`src/rtl/iic_xfer_seq.sv`:
```
// Transaction sequencer in front of the iic_rw byte engine: buffers write payload,
// launches the engine, forwards read bytes, retries on error. Optional ack polling: IIC_ACKPOLL_EN.
module iic_xfer_seq #(
   parameter int ADDRWIDTH = 16,
   parameter int NUMWIDTH  = 6,
   parameter int MAX_RETRY = 3,
   parameter int RETRY_GAP = 64
) (
   input  logic                 I_clk,
   input  logic                 I_rst,
   input  logic                 I_req,
   input  logic                 I_req_rw,
   input  logic [6:0]           I_req_dev,
   input  logic [ADDRWIDTH-1:0] I_req_addr,
   input  logic [NUMWIDTH-1:0]  I_req_num,
   output logic                 O_req_ack,
   input  logic [7:0]           I_wdata,
   input  logic                 I_wvalid,
   output logic                 O_wready,
   output logic [7:0]           O_rdata,
   output logic                 O_rvalid,
   output logic                 O_done,
   output logic                 O_fail,
   output logic                 O_busy,
   output logic [6:0]           O_device,
   output logic [ADDRWIDTH-1:0] O_addr,
   output logic [NUMWIDTH-1:0]  O_num,
   output logic                 O_rw,
   output logic                 O_start,
   output logic [7:0]           O_databyte,
   input  logic                 I_busy,
   input  logic                 I_nextdata,
   input  logic [7:0]           I_databyte,
   input  logic                 I_datavalid,
   input  logic                 I_error
);
   localparam int DEPTH = 1 << NUMWIDTH;
   localparam int RW    = (MAX_RETRY > 0) ? $clog2(MAX_RETRY + 1) : 1;
   localparam int TW    = 16;

   typedef enum logic [3:0] {
      S_IDLE, S_FILL, S_LAUNCH, S_WAITB, S_RUN, S_ERR, S_GAP, S_DONE, S_FAIL
`ifdef IIC_ACKPOLL_EN
      , S_PGAP, S_PLAUNCH, S_PWAIT, S_PRUN
`endif
   } state_t;

   state_t                state, state_nxt;
   logic [7:0]            mem [DEPTH];
   logic [NUMWIDTH-1:0]   wr_ptr, rd_ptr, snap_ptr, rd_nxt;
   logic [NUMWIDTH:0]     count, snap_cnt;
   logic [RW-1:0]         retry;
   logic [TW-1:0]         tmr;
   logic [6:0]            dev;
   logic [ADDRWIDTH-1:0]  addr;
   logic [NUMWIDTH-1:0]   num;
   logic                  rw, ack, rvalid;
   logic [7:0]            rdata, databyte;
   logic                  push, pop, clear, rewind;
`ifdef IIC_ACKPOLL_EN
   logic [8:0]            probes;
`endif

   assign push   = I_wvalid & O_wready;
   assign pop    = I_nextdata & (count != '0);
   assign clear  = (state == S_DONE) || (state == S_FAIL);
   assign rewind = (state == S_ERR);

   always_ff @(posedge I_clk or posedge I_rst) begin
      if (I_rst) state <= S_IDLE;
      else       state <= state_nxt;
   end

   always_comb begin
      state_nxt = state;
      case (state)
         S_IDLE:   if (I_req) state_nxt = (I_req_num == '0) ? S_DONE : (I_req_rw ? S_LAUNCH : S_FILL);
         S_FILL:   if (count == {1'b0, num}) state_nxt = S_LAUNCH;
         S_LAUNCH: state_nxt = S_WAITB;
         S_WAITB:  if (I_busy) state_nxt = S_RUN;
                   else if (tmr == TW'(3)) state_nxt = S_ERR;
         S_RUN: begin
            if (I_error) state_nxt = S_ERR;
            else if (!I_busy) begin
`ifdef IIC_ACKPOLL_EN
               state_nxt = rw ? S_DONE : S_PGAP;
`else
               state_nxt = S_DONE;
`endif
            end
         end
         S_ERR:    state_nxt = (retry == RW'(MAX_RETRY)) ? S_FAIL : S_GAP;
         S_GAP:    if (tmr == TW'(RETRY_GAP - 1)) state_nxt = S_LAUNCH;
         S_DONE:   state_nxt = S_IDLE;
         S_FAIL:   state_nxt = S_IDLE;
`ifdef IIC_ACKPOLL_EN
         S_PGAP:   if (tmr == TW'(RETRY_GAP - 1)) state_nxt = (probes == 9'd256) ? S_FAIL : S_PLAUNCH;
         S_PLAUNCH: state_nxt = S_PWAIT;
         // a probe that never raises busy counts as a failed probe
         S_PWAIT:  if (I_busy) state_nxt = S_PRUN;
                   else if (tmr == TW'(3)) state_nxt = S_PGAP;
         S_PRUN:   if (I_error) state_nxt = S_PGAP;
                   else if (!I_busy) state_nxt = S_DONE;
`endif
         default:  state_nxt = S_IDLE;
      endcase
   end

   // shared timer restarts on every state change (WAITB timeout, retry gap)
   always_ff @(posedge I_clk or posedge I_rst) begin
      if (I_rst) tmr <= '0;
      else       tmr <= (state_nxt != state) ? '0 : tmr + TW'(1);
   end

   always_ff @(posedge I_clk or posedge I_rst) begin
      if (I_rst) begin
         dev <= '0; addr <= '0; num <= '0; rw <= 1'b0;
         ack <= 1'b0; rvalid <= 1'b0; rdata <= '0; retry <= '0;
`ifdef IIC_ACKPOLL_EN
         probes <= '0;
`endif
      end else begin
         ack    <= (state == S_IDLE) && I_req;
         rvalid <= (state == S_RUN) && I_datavalid;
         if (I_datavalid) rdata <= I_databyte;
         if (state == S_IDLE && I_req) begin
            dev <= I_req_dev; addr <= I_req_addr; num <= I_req_num; rw <= I_req_rw;
         end
         if (state == S_ERR && state_nxt == S_GAP) retry <= retry + RW'(1);
         else if (clear)                           retry <= '0;
`ifdef IIC_ACKPOLL_EN
         if (state == S_RUN && state_nxt == S_PGAP) num <= '0;
         if (state == S_RUN)          probes <= '0;
         else if (state == S_PLAUNCH) probes <= probes + 9'd1;
`endif
      end
   end

   always_comb begin
      rd_nxt = rd_ptr;
      if (clear)       rd_nxt = '0;
      else if (rewind) rd_nxt = snap_ptr;
      else if (pop)    rd_nxt = rd_ptr + NUMWIDTH'(1);
   end

   always_ff @(posedge I_clk) begin
      if (push) mem[wr_ptr] <= I_wdata;
   end

   // head register looks ahead at the next read pointer so a pop shows the new head next cycle
   always_ff @(posedge I_clk or posedge I_rst) begin
      if (I_rst) begin
         wr_ptr <= '0; rd_ptr <= '0; count <= '0;
         snap_ptr <= '0; snap_cnt <= '0; databyte <= '0;
      end else begin
         databyte <= (push && wr_ptr == rd_nxt) ? I_wdata : mem[rd_nxt];
         rd_ptr   <= rd_nxt;
         if (clear) begin
            wr_ptr <= '0; count <= '0;
         end else if (rewind) begin
            count <= snap_cnt;
         end else begin
            if (push) wr_ptr <= wr_ptr + NUMWIDTH'(1);
            count <= count + {{NUMWIDTH{1'b0}}, push} - {{NUMWIDTH{1'b0}}, pop};
         end
         if (state == S_LAUNCH) begin
            snap_ptr <= rd_ptr; snap_cnt <= count;
         end
      end
   end

   assign O_wready   = (state == S_FILL) && (count < {1'b0, num});
   assign O_busy     = (state != S_IDLE);
   assign O_done     = (state == S_DONE);
   assign O_fail     = (state == S_FAIL);
`ifdef IIC_ACKPOLL_EN
   assign O_start    = (state == S_LAUNCH) || (state == S_PLAUNCH);
`else
   assign O_start    = (state == S_LAUNCH);
`endif
   assign O_req_ack  = ack;
   assign O_rdata    = rdata;
   assign O_rvalid   = rvalid;
   assign O_device   = dev;
   assign O_addr     = addr;
   assign O_num      = num;
   assign O_rw       = rw;
   assign O_databyte = databyte;
endmodule

```
`config.mk`:
```
export PLATFORM = sky130hd
export DESIGN_NAME = iic_xfer_seq
export DESIGN_NICKNAME = d
export VERILOG_FILES = /design/src/rtl/iic_xfer_seq.sv
export SDC_FILE = /design/constraint.sdc
export NUM_CORES = 1
export LEC_CHECK = 0
export CAP_MARGIN = 30
export CORE_ASPECT_RATIO = 0.9
export CORE_UTILIZATION = 44
export CTS_CLUSTER_DIAMETER = 200
export DETAILED_ROUTE_END_ITERATION = 12
export HOLD_SLACK_MARGIN = 0.05
export PLACE_DENSITY = 0.64
export SYNTH_ARGS = -nofsm -noshare
export SYNTH_HDL_FRONTEND = slang
export SYNTH_SLANG_ARGS = --single-unit
```
`constraint.sdc`:
```
create_clock -name I_clk -period 4.5 [get_ports I_clk]
set_input_delay 1.35 -clock I_clk [delete_from_list [all_inputs] [get_ports I_clk]]
set_output_delay 1.35 -clock I_clk [all_outputs]
set_load 0.01 [all_outputs]
```
==> load_flow_metrics.sql, run 1 <==
INSERT INTO impl_metrics (metric_group, metric, value, unit) VALUES
('outcome', 'run_status', 'complete, no violations', ''),
('sta', 'worst_slew_margin_rel', '36.4', '%'),
('worst_setup_path', 'setup.worst_path.end_class', 'register', ''),
('floorplanning', 'fp.coreArea', '57400', 'sq um'),
('logic_synthesis', 'netlist_area_before_placement', '25800', 'sq um'),
('logic_synthesis', 'async_flop_share', '16.6', '%'),
('place', 'dp.final_hpwl', '43900', 'um'),
('sta', 'finalCritPeriodShare', '94.1', '%'),
('floorplanning', 'start_util', '44.9', '%'),
('power_and_ir_drop', 'clockPowerShare', '23.6', '%'),
('worst_setup_path', 'critical_path.cell_chain', 'clkdlybuf4s50_1 > nand4_1 > a2111oi_2 > a211oi_4 > buf_12 > buf_12 > and3_1 > a311o_1 > o41ai_1 > a2111oi_1 > a21oi_1 > a21oi_1', ''),
('layout', 'number_of_diodes_added_for_antenna_fixing', '0', ''),
('worst_setup_path', 'worstSetupPathType', 'in2reg', ''),
('worst_setup_path', 'worst_setup_path_start_kind', 'primary input', ''),
('power_and_ir_drop', 'maximum_vdd_ir_drop', '402', 'uV'),
('sta', 'hold_slack', '0.474', 'ns'),
('sta', 'max_clock_freq', '236', 'MHz'),
('logic_synthesis', 'syn_avg_cell_area', '13.9', 'sq um'),
('drt', 'detailed_route_wire_length', '66100', 'um'),
('clocking', 'htree_levels', '2', ''),
('worst_setup_path', 'timing.critical_path.fanout_max', '25', ''),
('drt', 'routedWlPerCell', '22.7', 'um'),
('place', 'placement.setup.worst_slack', '-0.389', 'ns'),
('logic_synthesis', 'yosys.cell_types.count', '86', ''),
('drt', 'first_pass_iteration_count_of_the_detailed_router', '6', ''),
('power_and_ir_drop', 'cell_internal_pwr', '13.6', 'mW'),
('floorplanning', 'die_span_y', '232', 'um'),
('sta', 'post_route_clock_skew', '0.0215', 'ns'),
('worst_setup_path', 'cp_top_family', 'compound AO/OA/AOI/OAI gates', ''),
('layout', 'layout.cells.most_common_list', 'sky130_fd_sc_hd__edfxtp_1 (512), sky130_fd_sc_hd__nand2_1 (330), sky130_fd_sc_hd__nor2_1 (158), sky130_fd_sc_hd__buf_4 (150), sky130_fd_sc_hd__dfrtp_1 (102)', ''),
('layout', 'finish.net_count', '2164', ''),
('clocking', 'postCtsSetupBuffers', '0', ''),
('sta', 'timing_worst_slew_pin_value', '0.954', 'ns'),
('drt', 'detail_route.drc_violations', '0', ''),
('clocking', 'clock_tree.root_cell', 'sky130_fd_sc_hd__clkbuf_16', ''),
('clocking', 'tritoncts', 'done', ''),
('worst_setup_path', 'critPathBufInv', '3', ''),
('sta', 'final-max-slew-violation-count', '0', ''),
('worst_setup_path', 'worst-endpoint-arrival', '4.74', 'ns'),
('clocking', 'clkTransAtPathRegs', '0.06', 'ns'),
('place', 'placement.io_buffers', '106', ''),
('sta', 'hold_viol', '0', ''),
('power_and_ir_drop', 'sequentialPowerShare', '31.8', '%'),
('worst_setup_path', 'cp_slowest_stage_delay', '0.70', 'ns'),
('floorplanning', 'top_level_ports', '107', ''),
('drt', 'antenna_violating_nets_post_route', '0', ''),
('worst_setup_path', 'worst_setup_path_endpoint', 'O_databyte[6]', ''),
('sta', 'slack_of_the_critical_path', '0.263', 'ns'),
('global_routing', 'largest_net_degree_at_the_start_of_global_routing', '56', ''),
('layout', 'share_of_post_route_cells_with_drive_strength_above_1', '16.2', '%'),
('power_and_ir_drop', 'power.density_cell_area', '706', 'nW/um^2'),
('global_routing', 'grt_first_pass_wirelength', '102000', 'um'),
('worst_setup_path', 'r2r_end', 'O_databyte[7]', ''),
('worst_setup_path', 'r2r_setup_slack', '0.39', 'ns'),
('global_routing', 'via_count_of_the_first_global_routing_pass', '16500', ''),
('logic_synthesis', 'synth-seq-area-share', '69.5', '%'),
('clocking', 'cts-buffers-inserted', '60', ''),
('power_and_ir_drop', 'share_comb_of_total_power', '44.6', '%'),
('floorplanning', 'fp.dieW', '257', 'um'),
('floorplanning', 'die_area', '59600', 'sq um'),
('run', 'drv_cap', '0', ''),
('layout', 'stdcell_count', '2907', ''),
('logic_synthesis', 'synth_cells', '1861', ''),
('global_routing', 'grt_overflow_total', '0', ''),
('worst_setup_path', 'setup.worst_path.start', 'I_nextdata', ''),
('worst_setup_path', 'r2r_cells', '13', ''),
('drt', 'vias_per_cell', '5.66', ''),
('clocking', 'number_of_buffers_inserted_for_hold_repair_after_clock_tree_synthesis', '0', ''),
('logic_synthesis', 'mappedNetlistNets', '1935', ''),
('clocking', 'post_cts_resized', '0', ''),
('drt', 'drt_iter0_markers', '1680', '');
## area by class of cell
class / count / area [sq um]
clock buffers: 81 / 1620
clock inverters: 33 / 377
fillers: 4667 / 26700
inverters: 28 / 115
multi-input cells: 1110 / 7170
flip-flops and latches: 614 / 17900
well taps: 765 / 957
repair buffers: 276 / 2550
## cells by family (layout without fill, tap and decap cells)
kind of cell | Yosys count | in the layout | share of synthesized area, %
compound gates | 216 | 216 | 6.05
xor+xnor | 31 | 31 | 1.05
mux | 123 | 123 | 6.89
fa+ha+maj | 20 | 20 | 0.999
flops | 614 | 614 | 69.5
buf+inv | 137 | 418 | 2.75
simple gates | 720 | 720 | 12.7
## registers in the layout, indices dropped and copies added, names as in the netlist
register    flops
tmr            16
snap_cnt        7
O_device        7
O_databyte      8
rd_ptr          6
O_addr         16
O_rdata         8
count           7
O_rw            1
snap_ptr        6
state           4
mem           512
O_req_ack       1
wr_ptr          6
retry           2
O_rvalid        1
O_num           6
## worst min-delay path: stages (launching register included)
cell and delay (ns):
sky130_fd_sc_hd__dfrtp_1 0.34, sky130_fd_sc_hd__nand2_1 0.05, sky130_fd_sc_hd__nand2_1 0.06
## power groups by stage
stage                     Clock (mW)  Combinational, mW  Sequential [mW]
after detailed placement           0               9.57             6.99
final                           5.12               9.67             6.88
after global placement             0               9.45             6.98
after floorplan                    0               5.91             6.92
after CTS                       5.22               9.62             6.88
after global routing            5.42               10.4             6.92
## worst min path at each step
| stage | slack (ns) | start | to |
|---|---|---|---|
| 3_3_place_gp | 0.46 | O_addr[6] | O_addr[6] |
| 3_5_place_dp | 0.46 | O_addr[3] | O_addr[3] |
| 2_1_floorplan | 0.44 | tmr[0] | tmr[0] |
| 5_1_grt | 0.50 | O_addr[12] | O_addr[12] |
| 6_report | 0.47 | O_addr[3] | O_addr[3] |
| 4_1_cts | 0.48 | O_addr[3] | O_addr[3] |
## layer usage
layer / track usage (%) / vias up / part of all wire (%)
met3: 3.90 / 108 / 7.9
met4: 6.47 / 4 / 2.6
met5: 0 / - / 0.035
li1: - / 7400 / -
met2: 34.8 / 637 / 46
met1: 32.5 / 8305 / 44
## through the flow
step                      power [mW]  instance area (sq um)  util, %
final                           21.7                  30700     53.5
after global routing            22.8                  30700     53.5
after CTS                       21.7                  30700     53.5
after detailed placement        16.6                  28700     50.0
after global placement          16.4                  28700     49.9
after floorplan                 12.8                  25800        -
## cell usage after synthesis, types with 9 or more instances
library cell	n	area share, %
sky130_fd_sc_hd__a31oi_1	9	0.22
sky130_fd_sc_hd__xnor2_1	17	0.58
sky130_fd_sc_hd__ha_1	19	0.92
sky130_fd_sc_hd__edfxtp_1	512	60
sky130_fd_sc_hd__a311oi_1	21	0.71
sky130_fd_sc_hd__nand2_1	330	4.8
sky130_fd_sc_hd__buf_6	14	0.61
sky130_fd_sc_hd__buf_2	43	0.83
sky130_fd_sc_hd__mux2_2	23	1.0
sky130_fd_sc_hd__xor2_1	14	0.48
sky130_fd_sc_hd__mux2i_1	59	2.3
sky130_fd_sc_hd__a211oi_1	47	1.4
sky130_fd_sc_hd__inv_1	23	0.33
sky130_fd_sc_hd__buf_1	9	0.13
sky130_fd_sc_hd__and3_1	49	1.2
sky130_fd_sc_hd__dfrtp_1	102	9.9
sky130_fd_sc_hd__mux4_2	35	3.1
sky130_fd_sc_hd__nor3_1	13	0.25
sky130_fd_sc_hd__nor2b_1	18	0.44
sky130_fd_sc_hd__o21ai_0	29	0.56
sky130_fd_sc_hd__nand3_1	66	1.3
sky130_fd_sc_hd__clkbuf_1	36	0.52
sky130_fd_sc_hd__a32oi_1	9	0.31
sky130_fd_sc_hd__nor4_1	10	0.24
sky130_fd_sc_hd__a21oi_1	39	0.76
sky130_fd_sc_hd__nand4_1	26	0.63
sky130_fd_sc_hd__nor2_1	158	2.3
Power figures use the tool's default switching activity.
==> inputs of run 2 (changes only) <==
CORE_MARGIN = 10   (was unset)
==> load_flow_metrics.sql, run 2 (same netlist as run 1, synthesis figures left out) <==
INSERT INTO impl_metrics (metric_group, metric, value, unit) VALUES
('power_and_ir_drop', 'swShare', '38.0', '%'),
('global_routing', 'grt_first_pass_wirelength', '103000', 'um'),
('floorplanning', 'fp.coreArea', '58200', 'sq um'),
('place', 'routability_congestion', '0.940', ''),
('sta', 'post-route-min-period', '4.30', 'ns'),
('worst_setup_path', 'crit_top_cell', 'sky130_fd_sc_hd__nand2_1', ''),
('worst_setup_path', 'r2r_end', 'O_databyte[0]', ''),
('power_and_ir_drop', 'total_switching_power', '8.20', 'mW'),
('drt', 'detail_route.drc_violations', '0', ''),
('global_routing', 'largest_net_degree_at_the_start_of_global_routing', '85', ''),
('layout', 'finish.utilization', '52.7', '%'),
('drt', 'antenna_violating_nets_post_route', '0', ''),
('power_and_ir_drop', 'share_comb_of_total_power', '44.7', '%'),
('clocking', 'htree_levels', '2', ''),
('worst_setup_path', 'timing.critical_path.fanout_max', '61', ''),
('drt', 'drt_iter0_markers', '1696', ''),
('worst_setup_path', 'r2r_cells', '14', ''),
('worst_hold_path', 'holdCritPathClass', 'reg2reg', ''),
('sta', 'worst_slew_margin_rel', '37.2', '%'),
('layout', 'layout.cells.most_common_list', 'sky130_fd_sc_hd__edfxtp_1 (512), sky130_fd_sc_hd__nand2_1 (330), sky130_fd_sc_hd__nor2_1 (158), sky130_fd_sc_hd__buf_4 (150), sky130_fd_sc_hd__dfrtp_1 (102)', ''),
('layout', 'largest_register_ff_count', '512', ''),
('outcome', 'run_status', 'complete, no violations', ''),
('place', 'placed_cell_area', '28700', 'sq um'),
('clocking', 'clock_sinks', '614', ''),
('worst_setup_path', 'worst_setup_path_start_kind', 'primary input', ''),
('sta', 'post_route_clock_skew', '0.0290', 'ns'),
('worst_setup_path', 'crit-reg2reg-launch', 'count[3]', ''),
('worst_setup_path', 'cp_slowest_stage_delay', '0.67', 'ns'),
('sta', 'slack_of_the_critical_path', '0.202', 'ns'),
('clocking', 'cts_buffer_depth', '3', ''),
('floorplanning', 'start_util', '44.3', '%'),
('worst_hold_path', 'worstHoldStart', 'O_device[3]', ''),
('drt', 'vias_per_cell', '5.65', ''),
('sta', 'finalCritPeriodShare', '95.5', '%'),
('worst_setup_path', 'crit_slowest_cell', 'sky130_fd_sc_hd__clkdlybuf4s50_1', ''),
('worst_setup_path', 'critical_path.cell_chain', 'clkdlybuf4s50_1 > nand2_1 > mux2i_1 > o21ai_4 > inv_4 > buf_12 > buf_4 > nand2_1 > and3_1 > a311oi_1 > nor3_1 > nor4_1 > a21oi_1 > nor2_1', ''),
('floorplanning', 'die_span_y', '250', 'um'),
('layout', 'largest_register', 'mem', ''),
('clocking', 'postCtsSetupBuffers', '0', ''),
('worst_setup_path', 'setup.worst_path.end_class', 'register', ''),
('layout', 'filler_cell_count', '4880', ''),
('worst_setup_path', 'worst-endpoint-arrival', '4.86', 'ns'),
('place', 'placement.setup.worst_slack', '-0.462', 'ns'),
('layout', 'finish.net_count', '2162', ''),
('sta', 'finalSetupTns', '0', 'ns'),
('global_routing', 'via_count_of_the_first_global_routing_pass', '16500', ''),
('sta', 'setup_failing_eps_final', '0', ''),
('clocking', 'clock_tree.root_cell', 'sky130_fd_sc_hd__clkbuf_16', ''),
('drt', 'detailed_route_wire_length', '68100', 'um'),
('floorplanning', 'top_level_ports', '107', ''),
('floorplanning', 'die_area', '68700', 'sq um'),
('sta', 'rsz0062_at_grt', 'no', ''),
('sta', 'hold_slack', '0.476', 'ns'),
('sta', 'timing_worst_slew_pin_value', '0.936', 'ns'),
('worst_hold_path', 'holdPathEnd', 'O_device[3]', ''),
('sta', 'max_clock_freq', '233', 'MHz'),
('global_routing', 'grt_util_all_layers', '19.6', '%'),
('layout', 'stdcell_count', '2913', ''),
('clocking', 'tritoncts', 'done', ''),
('drt', 'first_pass_iteration_count_of_the_detailed_router', '5', ''),
('power_and_ir_drop', 'cell_internal_pwr', '13.4', 'mW'),
('worst_setup_path', 'critPathBufInv', '4', ''),
('power_and_ir_drop', 'power.density_cell_area', '702', 'nW/um^2'),
('clocking', 'clkTransAtPathRegs', '0.07', 'ns'),
('place', 'placement.io_buffers', '106', ''),
('clocking', 'clock_insertion_delay_worst_skew', '0.64', 'ns'),
('worst_setup_path', 'r2r_setup_slack', '0.53', 'ns'),
('clocking', 'number_of_buffers_inserted_for_hold_repair_after_clock_tree_synthesis', '0', ''),
('worst_hold_path', 'hold_path_depth', '2', ''),
('floorplanning', 'fp.dieW', '275', 'um'),
('clocking', 'post_cts_resized', '0', ''),
('global_routing', 'grt_overflow_total', '0', ''),
('layout', 'mostFrequentLayoutCell', 'sky130_fd_sc_hd__edfxtp_1', ''),
('power_and_ir_drop', 'clockPowerShare', '23.4', '%'),
('power_and_ir_drop', 'leakage', '11.1', 'nW'),
('power_and_ir_drop', 'maximum_vdd_ir_drop', '682', 'uV'),
('worst_setup_path', 'worst_ep_required_time', '5.06', 'ns'),
('global_routing', 'grt_antenna_before_repair', '1', ''),
('worst_setup_path', 'worstSetupPathType', 'in2reg', ''),
('layout', 'syn2layout_area_growth', '19.0', '%'),
('floorplanning', 'std_cell_rows', '84', ''),
('layout', 'final_cell_area', '30700', 'sq um'),
('run', 'drv_cap', '0', ''),
('sta', 'final-max-slew-violation-count', '0', ''),
('clocking', 'cts-buffers-inserted', '60', ''),
('sta', 'hold_viol', '0', ''),
('place', 'place.detailed.instances', '2799', ''),
('power_and_ir_drop', 'design_power_total', '21.5', 'mW'),
('layout', 'share_of_post_route_cells_with_drive_strength_above_1', '16.2', '%'),
('worst_setup_path', 'cp_top_family', 'buffers and inverters', ''),
('place', 'dp.final_hpwl', '44500', 'um'),
('drt', 'routedWlPerCell', '23.4', 'um'),
('power_and_ir_drop', 'sequentialPowerShare', '32.0', '%'),
('drt', 'via_count', '16500', '');
run 2: area by class of cell:
class,instances,area (sq um),area share (%)
inverter,28,115,0.375
multi-input combinational,1110,7200,23.5
antenna,1,2.50,0.00816
sequential,614,17900,58.4
clock buffer,82,1630,5.30
clock inverter,30,333,1.08
timing repair buffer,274,2510,8.17
tap,774,968,3.16
run 2: metal layers:
layer | wire [um] | part of all wire, % | track usage (%) | vias up
met5 | 19 | 0.028 | 0 | -
met1 | 28200 | 41 | 26.7 | 8237
met4 | 2500 | 3.7 | 7.48 | 2
met3 | 5690 | 8.4 | 4.38 | 142
li1 | - | - | - | 7403
met2 | 31700 | 47 | 30.3 | 672
run 2: worst max path at each step:
stage	startpoint	end	slack [ns]	cells after the start
6_report	I_nextdata	O_databyte[0]	0.20	14
2_1_floorplan	I_rst	O_addr[0]	0.47	1
3_5_place_dp	I_nextdata	O_databyte[7]	-0.46	14
3_3_place_gp	I_nextdata	O_databyte[7]	-0.43	14
4_1_cts	I_nextdata	O_databyte[7]	0.18	14
5_1_grt	I_nextdata	O_databyte[2]	0.04	14
run 2: power by group through the flow:
stage | combinational [mW] | sequential [mW] | clock (mW)
2_1_floorplan | 5.91 | 6.92 | 0
3_3_place_gp | 9.35 | 6.99 | 0
3_5_place_dp | 9.48 | 6.99 | 0
4_1_cts | 9.52 | 6.88 | 5.11
5_1_grt | 10.3 | 6.93 | 5.35
6_report | 9.62 | 6.89 | 5.03
run 2: tightest hold or removal path, cell delays in order (launching register included):
cell                      delay (ns)
sky130_fd_sc_hd__dfrtp_1        0.34
sky130_fd_sc_hd__nand2_1        0.05
sky130_fd_sc_hd__nand2_1        0.05
==> inputs of run 3 (changes only) <==
--- a/config.mk
+++ b/config.mk
@@ -10,4 +10,5 @@
 export CORE_MARGIN = 10
 export CORE_UTILIZATION = 44
+export CTS_BUF_LIST = sky130_fd_sc_hd__clkbuf_2
 export CTS_CLUSTER_DIAMETER = 200
 export DETAILED_ROUTE_END_ITERATION = 12
==> constraint.sdc (replaced) <==
create_clock -name I_clk -period 4.5 [get_ports I_clk]
set_input_delay 0.9 -clock I_clk [delete_from_list [all_inputs] [get_ports I_clk]]
set_output_delay 0.9 -clock I_clk [all_outputs]
set_load 0.01 [all_outputs]
==> load_flow_metrics.sql, run 3 (same netlist as run 1, synthesis figures left out) <==
INSERT INTO impl_metrics (metric_group, metric, value, unit) VALUES
('outcome', 'run_status', 'complete, no violations', ''),
('global_routing', 'grt_overflow_total', '0', ''),
('sta', 'hold_viol', '0', ''),
('sta', 'finalSetupTns', '0', 'ns'),
('clocking', 'postCtsSetupBuffers', '0', ''),
('power_and_ir_drop', 'power.density_cell_area', '652', 'nW/um^2'),
('place', 'routability_congestion', '0.955', ''),
('drt', 'routedWlPerCell', '22.2', 'um'),
('drt', 'vias_per_cell', '5.53', ''),
('worst_setup_path', 'r2r_cells', '13', ''),
('power_and_ir_drop', 'maximum_vdd_ir_drop', '543', 'uV'),
('sta', 'slack_of_the_critical_path', '0.231', 'ns'),
('layout', 'mostFrequentLayoutCell', 'sky130_fd_sc_hd__edfxtp_1', ''),
('global_routing', 'largest_net_degree_at_the_start_of_global_routing', '113', ''),
('sta', 'max_clock_freq', '234', 'MHz'),
('layout', 'largest_register', 'mem', ''),
('sta', 'setup_failing_eps_final', '0', ''),
('worst_setup_path', 'worst_setup_path_start_kind', 'register', ''),
('worst_setup_path', 'cp_slowest_stage_delay', '0.81', 'ns'),
('clocking', 'cts-buffers-inserted', '151', ''),
('clocking', 'clock_sinks', '614', ''),
('floorplanning', 'fp.coreArea', '58200', 'sq um'),
('layout', 'layout.cells.most_common_list', 'sky130_fd_sc_hd__edfxtp_1 (512), sky130_fd_sc_hd__nand2_1 (330), sky130_fd_sc_hd__clkbuf_2 (209), sky130_fd_sc_hd__nor2_1 (158), sky130_fd_sc_hd__dfrtp_1 (100)', ''),
('worst_setup_path', 'r2r_end', 'O_databyte[0]', ''),
('global_routing', 'grt_util_all_layers', '19.9', '%'),
('floorplanning', 'die_area', '68700', 'sq um'),
('layout', 'finish.net_count', '2241', ''),
('worst_setup_path', 'crit_slowest_cell', 'sky130_fd_sc_hd__nor4_1', ''),
('place', 'dp.final_hpwl', '43300', 'um'),
('layout', 'final_cell_area', '30000', 'sq um'),
('worst_setup_path', 'crit-reg2reg-launch', 'count[4]', ''),
('clocking', 'clkTransAtPathRegs', '0.12', 'ns'),
('clocking', 'tritoncts', 'done', ''),
('worst_hold_path', 'holdPathEnd', 'O_rdata[7]', ''),
('drt', 'antenna_violating_nets_post_route', '0', ''),
('global_routing', 'grt_antenna_before_repair', '2', ''),
('worst_setup_path', 'timing.critical_path.fanout_max', '112', ''),
('run', 'drv_cap', '0', ''),
('drt', 'drt_iter0_markers', '1665', ''),
('clocking', 'clock_insertion_delay_worst_skew', '1.34', 'ns'),
('drt', 'detailed_route_wire_length', '67700', 'um'),
('sta', 'timing_worst_slew_pin_value', '0.927', 'ns'),
('clocking', 'cts_buffer_depth', '3', ''),
('worst_hold_path', 'hold_path_depth', '2', ''),
('floorplanning', 'std_cell_rows', '84', ''),
('global_routing', 'grt_first_pass_wirelength', '104000', 'um'),
('layout', 'share_of_post_route_cells_with_drive_strength_above_1', '19.0', '%'),
('worst_setup_path', 'critical_path.cell_chain', 'inv_1 > ha_1 > and2_0 > o221ai_1 > o21ai_4 > buf_12 > nand2_1 > and3_1 > a311oi_1 > nor3_1 > nor4_1 > a21oi_1 > nor2_1', ''),
('worst_setup_path', 'worstSetupPathType', 'reg2reg', ''),
('worst_setup_path', 'r2r_setup_slack', '0.23', 'ns'),
('floorplanning', 'fp.dieW', '275', 'um'),
('power_and_ir_drop', 'leakage', '11.1', 'nW'),
('clocking', 'htree_levels', '4', ''),
('worst_setup_path', 'critPathBufInv', '2', ''),
('place', 'placement.setup.worst_slack', '0.0164', 'ns'),
('worst_setup_path', 'setup.worst_path.end_class', 'register', ''),
('place', 'placement.io_buffers', '106', ''),
('worst_hold_path', 'holdCritPathClass', 'in2reg', ''),
('drt', 'detail_route.drc_violations', '0', ''),
('floorplanning', 'top_level_ports', '107', ''),
('sta', 'finalCritPeriodShare', '94.9', '%'),
('sta', 'worst_slew_margin_rel', '37.8', '%'),
('worst_setup_path', 'cp_top_family', 'simple AND/OR/NAND/NOR gates', ''),
('sta', 'rsz0062_at_grt', 'no', ''),
('drt', 'via_count', '16800', ''),
('sta', 'final-max-slew-violation-count', '0', ''),
('layout', 'syn2layout_area_growth', '16.5', '%'),
('place', 'placed_cell_area', '28200', 'sq um'),
('floorplanning', 'start_util', '44.3', '%'),
('drt', 'first_pass_iteration_count_of_the_detailed_router', '7', ''),
('worst_setup_path', 'worst-endpoint-arrival', '5.53', 'ns'),
('worst_setup_path', 'worst_ep_required_time', '5.76', 'ns'),
('clocking', 'clock_tree.root_cell', 'sky130_fd_sc_hd__clkbuf_2', ''),
('worst_hold_path', 'worstHoldStart', 'I_databyte[7]', ''),
('sta', 'post-route-min-period', '4.27', 'ns'),
('global_routing', 'via_count_of_the_first_global_routing_pass', '17300', ''),
('floorplanning', 'die_span_y', '250', 'um'),
('sta', 'post_route_clock_skew', '0.123', 'ns'),
('layout', 'largest_register_ff_count', '512', '');
## run 3: cell count changes in the layout (fill, tap and decap cells not counted), sizes merged, moves of 21 or more
cell,delta
buf,-54
clkbuf,+127
clkinv,+21
dlygate4sd3,+42
## run 3: layout make-up
class                           instances  area (sq um)
Antenna cell                            2          5.00
Tap cell                              774           968
Timing Repair Buffer                  262          2480
Clock inverter                         49           330
Sequential cell                       614         17900
Clock buffer                          209          1050
Inverter                               28           115
Multi-Input combinational cell       1110          7170
Fill cell                            5029         28200
## run 3: worst max-delay path by stage
stage / to / slack [ns] / from / depth (start not counted)
finish: O_databyte[0] / 0.23 / count[4] / 13
global route: O_start / 0.09 / state[1] / 4
CTS: O_start / 0.16 / state[1] / 4
detailed placement: O_databyte[0] / 0.02 / I_nextdata / 13
global placement: O_databyte[0] / 0.11 / I_nextdata / 13
floorplan: count[6] / 0.67 / O_num[1] / 20
## run 3: what timing repair did
| action | CTS | global route |
|---|---|---|
| resized for setup | 3 | 0 |
| endpoints found under the setup margin | 2 | 0 |
| endpoints found under the hold margin | 235 | 83 |
| hold buffers | 40 | 2 |
## run 3: power by group
group	internal, mW	leakage [nW]	switching [mW]
Clock	1.50	1.02	2.25
Sequential	6.52	5.88	0.361
Combinational	3.47	4.16	5.49
Total	11.5	11.1	8.11
## run 3: routing by layer
metal / global-route usage [%] / share of wire [%] / up-vias
met2: 30.4 / 47 / 716
met4: 8.57 / 2.8 / 0
met1: 25.9 / 42 / 8349
met3: 6.24 / 8.6 / 126
met5: 0 / 0 / -
li1: - / - / 7651
## run 3: metrics by stage
| step | cells | power [mW] | hold slack (ns) | util, % |
|---|---|---|---|---|
| 2_1_floorplan | 1861 | 12.8 | 0.443 | - |
| 3_3_place_gp | 2741 | 15.7 | 0.458 | 48.3 |
| 3_5_place_dp | 2744 | 15.9 | 0.462 | 48.4 |
| 4_1_cts | 3042 | 19.7 | 0.0520 | 51.5 |
| 5_1_grt | 3048 | 20.8 | 0.0905 | 51.6 |
| 6_report | 3048 | 19.6 | 0.234 | 51.6 |
## run 3: worst reg2reg max path, cell delays in order (launching register included)
cell and delay, ns:
sky130_fd_sc_hd__dfrtp_1 0.45, sky130_fd_sc_hd__inv_1 0.11, sky130_fd_sc_hd__ha_1 0.21, sky130_fd_sc_hd__and2_0 0.46
sky130_fd_sc_hd__o221ai_1 0.27, sky130_fd_sc_hd__o21ai_4 0.24, sky130_fd_sc_hd__buf_12 0.41, sky130_fd_sc_hd__nand2_1 0.21
sky130_fd_sc_hd__and3_1 0.21, sky130_fd_sc_hd__a311oi_1 0.32, sky130_fd_sc_hd__nor3_1 0.17, sky130_fd_sc_hd__nor4_1 0.81
sky130_fd_sc_hd__a21oi_1 0.17, sky130_fd_sc_hd__nor2_1 0.15
